## config.mk

```make
export PLATFORM = sky130hd
export DESIGN_NAME = srl_fir_seq
export DESIGN_NICKNAME = d
export VERILOG_FILES = /design/src/rtl/srl_fir_seq.sv
export SDC_FILE = /design/constraint.sdc
export NUM_CORES = 1
export LEC_CHECK = 0
export ABC_AREA = 1
export BUFFER_PORTS_ARGS = -buffer_cell sky130_fd_sc_hd__buf_2
export CAP_MARGIN = 20
export CORE_AREA = 8 8 73 75
export CTS_CLUSTER_DIAMETER = 40
export DETAILED_ROUTE_END_ITERATION = 6
export DIE_AREA = 0 0 81 83
export PLACE_DENSITY = 0.81
export SYNTH_ARGS = -nofsm -noshare
export SYNTH_HDL_FRONTEND = slang
export SYNTH_SLANG_ARGS = --single-unit
```

## constraint.sdc

```tcl
create_clock -name clk -period 3.93 [get_ports clk]
set_input_delay 0.393 -clock clk [delete_from_list [all_inputs] [get_ports clk]]
set_output_delay 0.393 -clock clk [all_outputs]
set_load 0.02 [all_outputs]
```

## src/rtl/srl_fir_seq.sv

```systemverilog
`default_nettype none
// ============================================================================
//  Module      : srl_fir_seq
//  Description : Sequencer for a time-multiplexed FIR filter built around an
//                addressable shift-register delay line. Each accepted sample
//                is shifted into the delay line. The NTAPS taps are then swept
//                out one per cycle to a downstream MAC, with first/last
//                framing. Strobes that arrive while a sweep is running are
//                dropped and reported on ovr.
//  Options     : OVR_STICKY_EN - when defined, ovr is sticky until ovr_clr
//                or rst; otherwise ovr is a one-cycle pulse.
//  Revision    : 1.0 - initial release
// ============================================================================
module srl_fir_seq #(
    parameter int NTAPS = 128
) (
    input  logic        clk,
    input  logic        rst,
    input  logic        in_stb,
    input  logic [15:0] din,
    output logic [15:0] sr_d,
    output logic        sr_ce,
    output logic [6:0]  sr_a,
    input  logic [15:0] sr_y,
    output logic [15:0] tap,
    output logic [6:0]  tap_adr,
    output logic        tap_vld,
    output logic        first,
    output logic        last,
    output logic        busy,
    output logic        ovr,
    input  logic        ovr_clr
);

    localparam logic [6:0] c_LAST_ADR = 7'(NTAPS - 1);

    typedef enum logic [1:0] {
        S_IDLE  = 2'd0,
        S_LOAD  = 2'd1,
        S_SWEEP = 2'd2,
        S_FLUSH = 2'd3
    } state_t;

    state_t      r_state;
    state_t      w_next;
    logic        w_accept;
    logic        w_ignore;
    logic [6:0]  r_cnt;
    logic        r_ovr;

    // Next-state logic. A sample can be taken in IDLE, or in FLUSH so that
    // sweeps run back to back. A strobe seen in LOAD or SWEEP is dropped.
    always_comb begin
        w_next   = r_state;
        w_accept = 1'b0;
        w_ignore = 1'b0;
        case (r_state)
            S_IDLE: begin
                if (in_stb) begin
                    w_accept = 1'b1;
                    w_next   = S_LOAD;
                end
            end
            S_LOAD: begin
                w_ignore = in_stb;
                w_next   = S_SWEEP;
            end
            S_SWEEP: begin
                w_ignore = in_stb;
                if (r_cnt == c_LAST_ADR) begin
                    w_next = S_FLUSH;
                end
            end
            S_FLUSH: begin
                if (in_stb) begin
                    w_accept = 1'b1;
                    w_next   = S_LOAD;
                end else begin
                    w_next   = S_IDLE;
                end
            end
            default: w_next = S_IDLE;
        endcase
    end

    // State, sample capture, sweep address counter and tap output register.
    // The counter saturates at the last tap. It is cleared outside SWEEP so
    // that every sweep starts at address 0.
    always_ff @(posedge clk) begin
        if (rst) begin
            r_state <= S_IDLE;
            r_cnt   <= 7'd0;
            sr_d    <= 16'd0;
            tap     <= 16'd0;
            tap_adr <= 7'd0;
            tap_vld <= 1'b0;
        end else begin
            r_state <= w_next;
            if (w_accept) begin
                sr_d <= din;
            end
            if (r_state == S_SWEEP) begin
                if (r_cnt != c_LAST_ADR) begin
                    r_cnt <= r_cnt + 7'd1;
                end
            end else begin
                r_cnt <= 7'd0;
            end
            tap_vld <= (r_state == S_SWEEP);
            if (r_state == S_SWEEP) begin
                tap     <= sr_y;
                tap_adr <= sr_a;
            end
        end
    end

    // Overrun reporting for dropped strobes.
    always_ff @(posedge clk) begin
        if (rst) begin
            r_ovr <= 1'b0;
        end else begin
`ifdef OVR_STICKY_EN
            r_ovr <= w_ignore | (r_ovr & ~ovr_clr);
`else
            r_ovr <= w_ignore;
`endif
        end
    end

`ifndef OVR_STICKY_EN
    // ovr_clr only matters for the sticky variant.
    logic w_unused_ovr_clr;
    assign w_unused_ovr_clr = ovr_clr;
`endif

    assign sr_ce = (r_state == S_LOAD);
    assign sr_a  = (r_state == S_SWEEP) ? r_cnt : 7'd0;
    assign busy  = (r_state != S_IDLE);
    assign first = tap_vld & (tap_adr == 7'd0);
    assign last  = tap_vld & (tap_adr == c_LAST_ADR);
    assign ovr   = r_ovr;

endmodule
`default_nettype wire

```

[Word level (Yosys, flattened, before mapping)]
Index checks and enable logic that the tools add are counted.
Widths: inputs -> output; s select.
Operators by class
  $add $sub $neg: 1
  reductions and logical operators: 8
  equality and inequality tests: 8
  muxes and demuxes: 7
  bitwise logic cells: 4
Operators by type and width (number)
  $eq 7x7->1 const B: 2
  $pmux 2 s4: 1
  $reduce_or 2->1: 4
  $add 7x1->7 const B: 1
  $logic_not 7->1: 1
  $mux 7: 1
  $ne 7x7->1 const B: 1
  $eq 2x2->1 const B: 2
  $mux 2: 2
  $ne 2x2->1 const B: 2
  $mux 1: 3
  $and 1x1->1: 2
  $eq 2x1->1 const B: 1
  $logic_not 2->1: 1
  $not 1->1: 2
  $reduce_and 2->1: 1
  $reduce_bool 2->1: 1
Storage, ports and cells
  output and inout bits: 52
  register bits after elaboration: 50
  input port bits: 36
  word-level logic and storage cells: 35

[Logic depth before layout (Yosys ltp)]
Gate-level depths: netlist of the first run.
  word-level depth: 4
  depth in mapped cells: 8
  depth with buffers taken out: 8

[Least setup slack after synthesis of the first run]
Ideal clock, no wire load.
  path type: register to output
  from: reg r_state[0]
  to: out sr_a[0]
  slack: 2.387 ns
  stages on the path, launching flop included: 6
  data arrival time: 1.150 ns
  required time: 3.537 ns
  buffers on the path: 1
  cells stage by stage: dfxtp_1 inv_1 ha_1 buf_6 nand2_1 inv_1
On the way
  word-level cells in the longest chain between the ends: 2
RTL lines
  start: declaration: line 44  | state_t r_state;
  start signal: assignment: line 98  | r_state <= w_next;
  $eq 2x2->1: line 137  | assign sr_a = (r_state == S_SWEEP) ? r_cnt : 7'd0;
  $mux 7: line 137
  end: declaration: line 23  | output logic [6:0] sr_a,
Every way passes these cells.

[Worst setup path after layout of the first run]
Same ends and word-level chain as after synthesis.

==> flow_summary.toml, run 1 <==
[logic_synthesis]
synth_area_leaders = "dfxtp_1, nor2_1, o21ai_0"
yosys.cell_types.count = 27
synth_flop_cell = "dfxtp_1"
synth_seq_cells = 50
synthArstFlopShare_pct = 0
synthTopCellsByCount = "nor2_1, dfxtp_1, o21ai_0, nand2_1, inv_1"
synth_edf_count = 0
syn_inst = 259
synth_top_area_cell = "dfxtp_1"
synth_area_um2 = 2008
synth_top_area_share_pct = 49.84
synth_seq_area_share_pct = 49.84
syn_avg_cell_area_um2 = 7.754
synth.most_common_cell = "nor2_1"
syn_nets = 301
yosysWarnings = 0

[sta]
setup_ws_ns = 1.499
worstMarginPinSlew_ns = 0.9336
fin_worst_skew_ns = 0.008345
max_slew_margin_pct = 37.76
fmax_ghz = 0.4113
finalCritPeriodShare_pct = 61.86
setup_violations = 0
finalCriticalPeriod_ns = 2.431
hold_viol = 0
rsz0062_at_grt = "no"
fin_tns_setup_ns = 0
slew_viol_final = 0

[clocking]
cts_sinks = 50
post_cts_buffers = 0
cts-root-buf = "clkbuf_8"
worstSkewPairLatency_ns = 0.30
cts.clk_slew.worst_paths_ns = 0.09
clock_path_buffers = 2
postCtsHoldBufs = 0
cts_tree = "built"
cts_resized = 0
cts_buffers = 5
cts_max_level = 2

[floorplan]
fp-row-count = 24
die_y_um = 83
die_x_um = 81
ios = 88
core_um2 = 4204
die_area_um2 = 6723
start_util_pct = 47.77

[pwr]
pwr-share-seq_pct = 41.4
clockPowerShare_pct = 20.6
max-vdd-ir-drop_v = 0.0002963
p_leak_nw = 1.390
power.density_nw_per_um2 = 666.2
switchingPower_uw = 667.2
switching_share_pct = 39.33
intPower_mw = 1.029
combPwrFrac_pct = 38.0

[worst_setup_path]
timing.rr.start = "r_state[0]"
ff2ff_path_depth = 6
startpoint = "r_state[0]"
required_ns = 3.54
startpoint_type = "flip-flop"
cp.arrival_ns = 2.04
worstSetupEndpoint = "sr_a[0]"
cp-end-kind = "output pin"
worstSetupPathType = "flip-flop to output pin"
worstPathMaxFanout = 25
crit_top_cell = "inv_1"
crit_path_top_delay_cell = "ha_1"
cp_slowest_stage_delay_ns = 0.79
crit_chain = "inv_1 > ha_1 > nand2_1 > inv_1 > buf_2"
regToRegSetupSlack_ns = 1.91
timing.rr.end = "r_cnt[0]"

[global_route]
grt_overflow = 0
grt_max_degree = 35
grt_pass1_wl_um = 8079
antenna_found_initial = 0
grt_pass1_vias = 1775
grt_use_total_pct = 14.82

[status]
status = "complete, no violations"

[route]
viasPerCell = 4.737
wl_per_cell_um = 12.29
final_antenna_net_count = 0
wl_met2_um = 2357
drc = 0
first_pass_iters = 4
drt-total-wl_um = 4853
first_iter_violations = 90
dr_wl_met3_um = 437
met1_length_um = 1956
via_count = 1871
highest_layer = "met4"

[finish]
area_growth_syn_to_layout_pct = 26.79
multiInputGateArea_um2 = 847.1
antennaDiodeCount = 0
final_layout_size_suffix_gt1_share_pct = 29.74
regArea_um2 = 1001
fillers = 396
final_nets = 384

[placed_design]
place.gp.congestion = 0.7934
pre_cts_ws_ns = 1.805
port_buffers = 86
dp_hpwl_um = 3635

[flow_run]
drv_cap = 0

[hold_path]
hp-class = "primary input to flip-flop"
how the worst min path moves through the flow:
stage | from | depth (start not counted) | slack, ns | end
6_report | sr_y[9] | 3 | 0.31 | tap[9]
3_3_place_gp | sr_d[15] | 2 | 0.46 | sr_d[15]
2_1_floorplan | r_cnt[6] | 2 | 0.46 | r_cnt[6]
5_1_grt | sr_y[9] | 3 | 0.32 | tap[9]
3_5_place_dp | sr_d[14] | 2 | 0.47 | sr_d[14]
4_1_cts | sr_y[9] | 3 | 0.30 | tap[9]
cell type report:
cell class	instances	share of cell area, %
clock buffer	7	2.998
inverter	25	3.784
timing repair buffer	86	16.90
tap	52	2.555
multi-input combinational	174	33.27
sequential	50	39.31
clock inverter	1	1.179
power groups by stage:
| stage | combinational (mW) | clock (mW) | sequential [mW] |
|---|---|---|---|
| floorplan | 0.309 | 0 | 0.859 |
| global placement | 0.640 | 0 | 0.708 |
| detailed placement | 0.651 | 0 | 0.714 |
| CTS | 0.653 | 0.361 | 0.702 |
| global route | 0.723 | 0.376 | 0.721 |
| finish | 0.644 | 0.350 | 0.702 |
flip-flops by register name (all words and copies together) (netlist names):
signal,flops
ovr,1
tap,16
r_cnt,7
sr_d,16
tap_adr,7
tap_vld,1
r_state,2
layout by cell type, fill, tap and decap left out, drive strengths merged:
| master | Yosys | layout |
|---|---|---|
| a21oi | 13 | 13 |
| buf | 7 | 86 |
| and3 | 1 | 1 |
| or2 | 1 | 1 |
| nand4 | 3 | 3 |
| nand2 | 30 | 30 |
| o21ai | 35 | 35 |
| dfxtp | 50 | 50 |
| xnor2 | 1 | 1 |
| inv | 25 | 25 |
| nand3 | 5 | 5 |
| xor2 | 2 | 2 |
| bufinv | 0 | 1 |
| nor2 | 74 | 74 |
| ha | 6 | 6 |
| clkbuf | 3 | 7 |
| nor3 | 3 | 3 |
layer usage:
metal  vias to the layer above  GRT usage [%]
li1                        980              -
met1                       827          16.60
met2                        57          25.18
met3                         7          4.310
met4                         0          6.016
met5                         -              0
stage by stage:
step                total power, mW  util [%]  area, um2  std cells  hold WS (ns)
CTS                           1.717     60.57       2546        395        0.2968
detailed placement            1.364     58.04       2440        387        0.4686
global route                  1.820     60.57       2546        395        0.3212
global placement              1.348     58.04       2440        387        0.4577
floorplan                     1.167         -       2008        259        0.4634
finish                        1.696     60.57       2546        395        0.3097
critical path: cells and delay by family, from the launching register on:
family | cells | cell delay, ns
AND/OR/NAND/NOR | 1 | 0.18
flip-flops | 1 | 0.36
adder cells (fa/ha/maj) | 1 | 0.79
buffers and inverters | 3 | 0.39
kinds of logic (layout without fill, tap and decap cells):
logic type | count (synthesis) | count (layout) | synth area share, %
flops | 50 | 50 | 49.84
simple gates | 117 | 117 | 25.17
xor+xnor | 3 | 3 | 1.309
compound gates | 48 | 48 | 11.96
buf+inv | 35 | 119 | 7.975
fa+ha+maj | 6 | 6 | 3.738
(Power assumes the default switching activity.)
==> run 2: changes to the inputs <==
==> config.mk (replaced) <==
export PLATFORM = sky130hd
export DESIGN_NAME = srl_fir_seq
export DESIGN_NICKNAME = d
export VERILOG_FILES = /design/src/rtl/srl_fir_seq.sv
export SDC_FILE = /design/constraint.sdc
export NUM_CORES = 1
export LEC_CHECK = 0
export ABC_AREA = 0
export BUFFER_PORTS_ARGS = -buffer_cell sky130_fd_sc_hd__buf_2
export CAP_MARGIN = 20
export CORE_AREA = 8 8 78 80
export CTS_CLUSTER_DIAMETER = 40
export DETAILED_ROUTE_END_ITERATION = 6
export DIE_AREA = 0 0 86 88
export PLACE_DENSITY = 0.73
export SYNTH_ARGS = -nofsm -noshare
export SYNTH_HDL_FRONTEND = slang
export SYNTH_SLANG_ARGS = --single-unit
==> constraint.sdc (replaced) <==
create_clock -name clk -period 2 [get_ports clk]
set_input_delay 0.2 -clock clk [delete_from_list [all_inputs] [get_ports clk]]
set_output_delay 0.2 -clock clk [all_outputs]
set_load 0.02 [all_outputs]
==> run 2 against run 1 <==
Area after synthesis decreased by 2.4%. Synthesized cell count decreased by 17%. Worst setup slack worse by 1.3 ns. Largest cell class unchanged. Highest routed layer unchanged.
==> flow_summary.toml, run 2 <==
[clocking]
clock_path_buffers = 2
postCtsHoldBufs = 0
cts_max_level = 2
post_cts_buffers = 0
cts.clk_slew.worst_paths_ns = 0.08
cts_tree = "built"
cts_resized = 0
cts_buffers = 5
cts_sinks = 50
worstSkewPairLatency_ns = 0.29
cts-root-buf = "clkbuf_8"

[logic_synthesis]
synth_area_um2 = 1959
synth_top_area_cell = "dfxtp_1"
synth_seq_cells = 50
synth_flop_cell = "dfxtp_1"
synth_area_leaders = "dfxtp_1, mux2i_1, a21oi_1"
synthTopCellsByCount = "dfxtp_1, nand2_1, nor2_1, a21oi_1, mux2i_1"
synth_edf_count = 0
syn_nets = 258
synth_top_area_share_pct = 51.09
synth_seq_area_share_pct = 51.09
yosysWarnings = 0
yosys.cell_types.count = 30
synthArstFlopShare_pct = 0
syn_avg_cell_area_um2 = 9.071
syn_inst = 216
synth.most_common_cell = "dfxtp_1"

[floorplan]
core_um2 = 4912
die_area_um2 = 7568
fp-row-count = 26
ios = 88
die_x_um = 86
die_y_um = 88
start_util_pct = 39.89

[worst_setup_path]
crit_path_top_delay_cell = "dfxtp_1"
worstPathMaxFanout = 12
cp_slowest_stage_delay_ns = 0.39
required_ns = 1.80
cp.arrival_ns = 1.60
startpoint_type = "flip-flop"
worstSetupPathType = "flip-flop to output pin"
path_buf_inv = 3
crit_chain = "inv_1 > ha_1 > buf_4 > and2_2 > buf_2"
crit_family = "buffers and inverters"
cp-end-kind = "output pin"

[route]
final_antenna_net_count = 0
first_pass_iters = 4
drc = 0
first_iter_violations = 51
viasPerCell = 4.658
drt-total-wl_um = 4567
via_count = 1728
wl_per_cell_um = 12.31

[finish]
top_regs = "sr_d (16), tap (16)"
area_growth_syn_to_layout_pct = 28.93
final_common_cell = "buf_2"
final_layout_size_suffix_gt1_share_pct = 33.22
fin_cells = 371
fillers = 452
final_cell_mix = "buf_2, dfxtp_1, nand2_1, nor2_1, a21oi_1"
stdcell_area_um2 = 2526
final_nets = 344
antennaDiodeCount = 0

[global_route]
grt_overflow = 0
grt_pass1_vias = 1680
antenna_found_initial = 0
grt_pass1_wl_um = 7265
grt_use_total_pct = 11.82
grt_max_degree = 28

[placed_design]
dp_hpwl_um = 3533
port_buffers = 86
place_inst = 365
placement.cell_area_um2 = 2444
place.gp.congestion = 0.7596
pre_cts_ws_ns = 0.3495

[pwr]
finalPower_mw = 2.928
power.density_nw_per_um2 = 1159
max-vdd-ir-drop_v = 0.0005303
p_leak_nw = 1.199

[sta]
worstMarginPinSlew_ns = 0.5211
finalCritPeriodShare_pct = 89.99
finalCriticalPeriod_ns = 1.800
fin_worst_skew_ns = 0.004755
fin_tns_setup_ns = 0
rsz0062_at_grt = "no"
max_slew_margin_pct = 65.17
setup_violations = 0
hold_viol = 0
slew_viol_final = 0
setup_ws_ns = 0.2003
fmax_ghz = 0.5556

[status]
status = "complete, no violations"

[hold_path]
hp-class = "primary input to flip-flop"

[flow_run]
drv_cap = 0
[run 2: metal layers]
layer	vias up	global-route usage (%)	wire length, um
met4	0	5.414	59
met2	59	20.22	2183
met5	-	0	0
met1	779	11.87	1901
met3	4	5.816	423
li1	886	-	-
[run 2: where the power goes]
group	switching (mW)	internal (mW)
sequential	0.0881	1.16
clock	0.298	0.267
combinational	0.695	0.417
[run 2: kinds of logic (layout without fill, tap and decap cells)]
logic type               Yosys count  after routing  synth area share [%]
AO/OA/AOI/OAI                     34             34                 10.22
XOR/XNOR                           4              4                 1.788
adder cells (fa/ha/maj)            6              6                 3.831
buffers and inverters             18            103                 4.789
flip-flops                        50             50                 51.09
multiplexers                      17             17                 8.684
AND/OR/NAND/NOR                   87             87                 19.61
[run 2: area by class of cell]
type	count	area, um2	area share [%]
Sequential cell	50	1001	39.62
Multi-Input combinational cell	148	864.6	34.22
Timing Repair Buffer	91	467.9	18.52
Tap cell	70	87.58	3.467
Clock buffer	6	82.58	3.269
Inverter	6	22.52	0.8915
[run 2: final timing paths]
path                    from        to  slack, ns  depth (start not counted)
setup / recovery  r_state[0]   sr_a[3]       0.20                          5
hold / removal       din[11]  sr_d[11]       0.13                          3
setup reg to reg  r_state[0]  sr_d[13]       0.37                          6
hold reg to reg     sr_d[12]  sr_d[12]       0.45                          2
[run 2: tightest hold or removal path: cells and delay by family]
family,cells,cell delay [ns]
AO/OA/AOI/OAI,1,0.05
buffers and inverters,1,0.09
AND/OR/NAND/NOR,1,0.04
[run 2: through the flow]
| stage | utilization [%] | hold slack [ns] |
|---|---|---|
| 3_3_place_gp | 49.75 | 0.4311 |
| 3_5_place_dp | 49.75 | 0.4432 |
| 6_report | 51.43 | 0.1343 |
| 2_1_floorplan | - | 0.3208 |
| 4_1_cts | 51.43 | 0.1231 |
| 5_1_grt | 51.43 | 0.1319 |
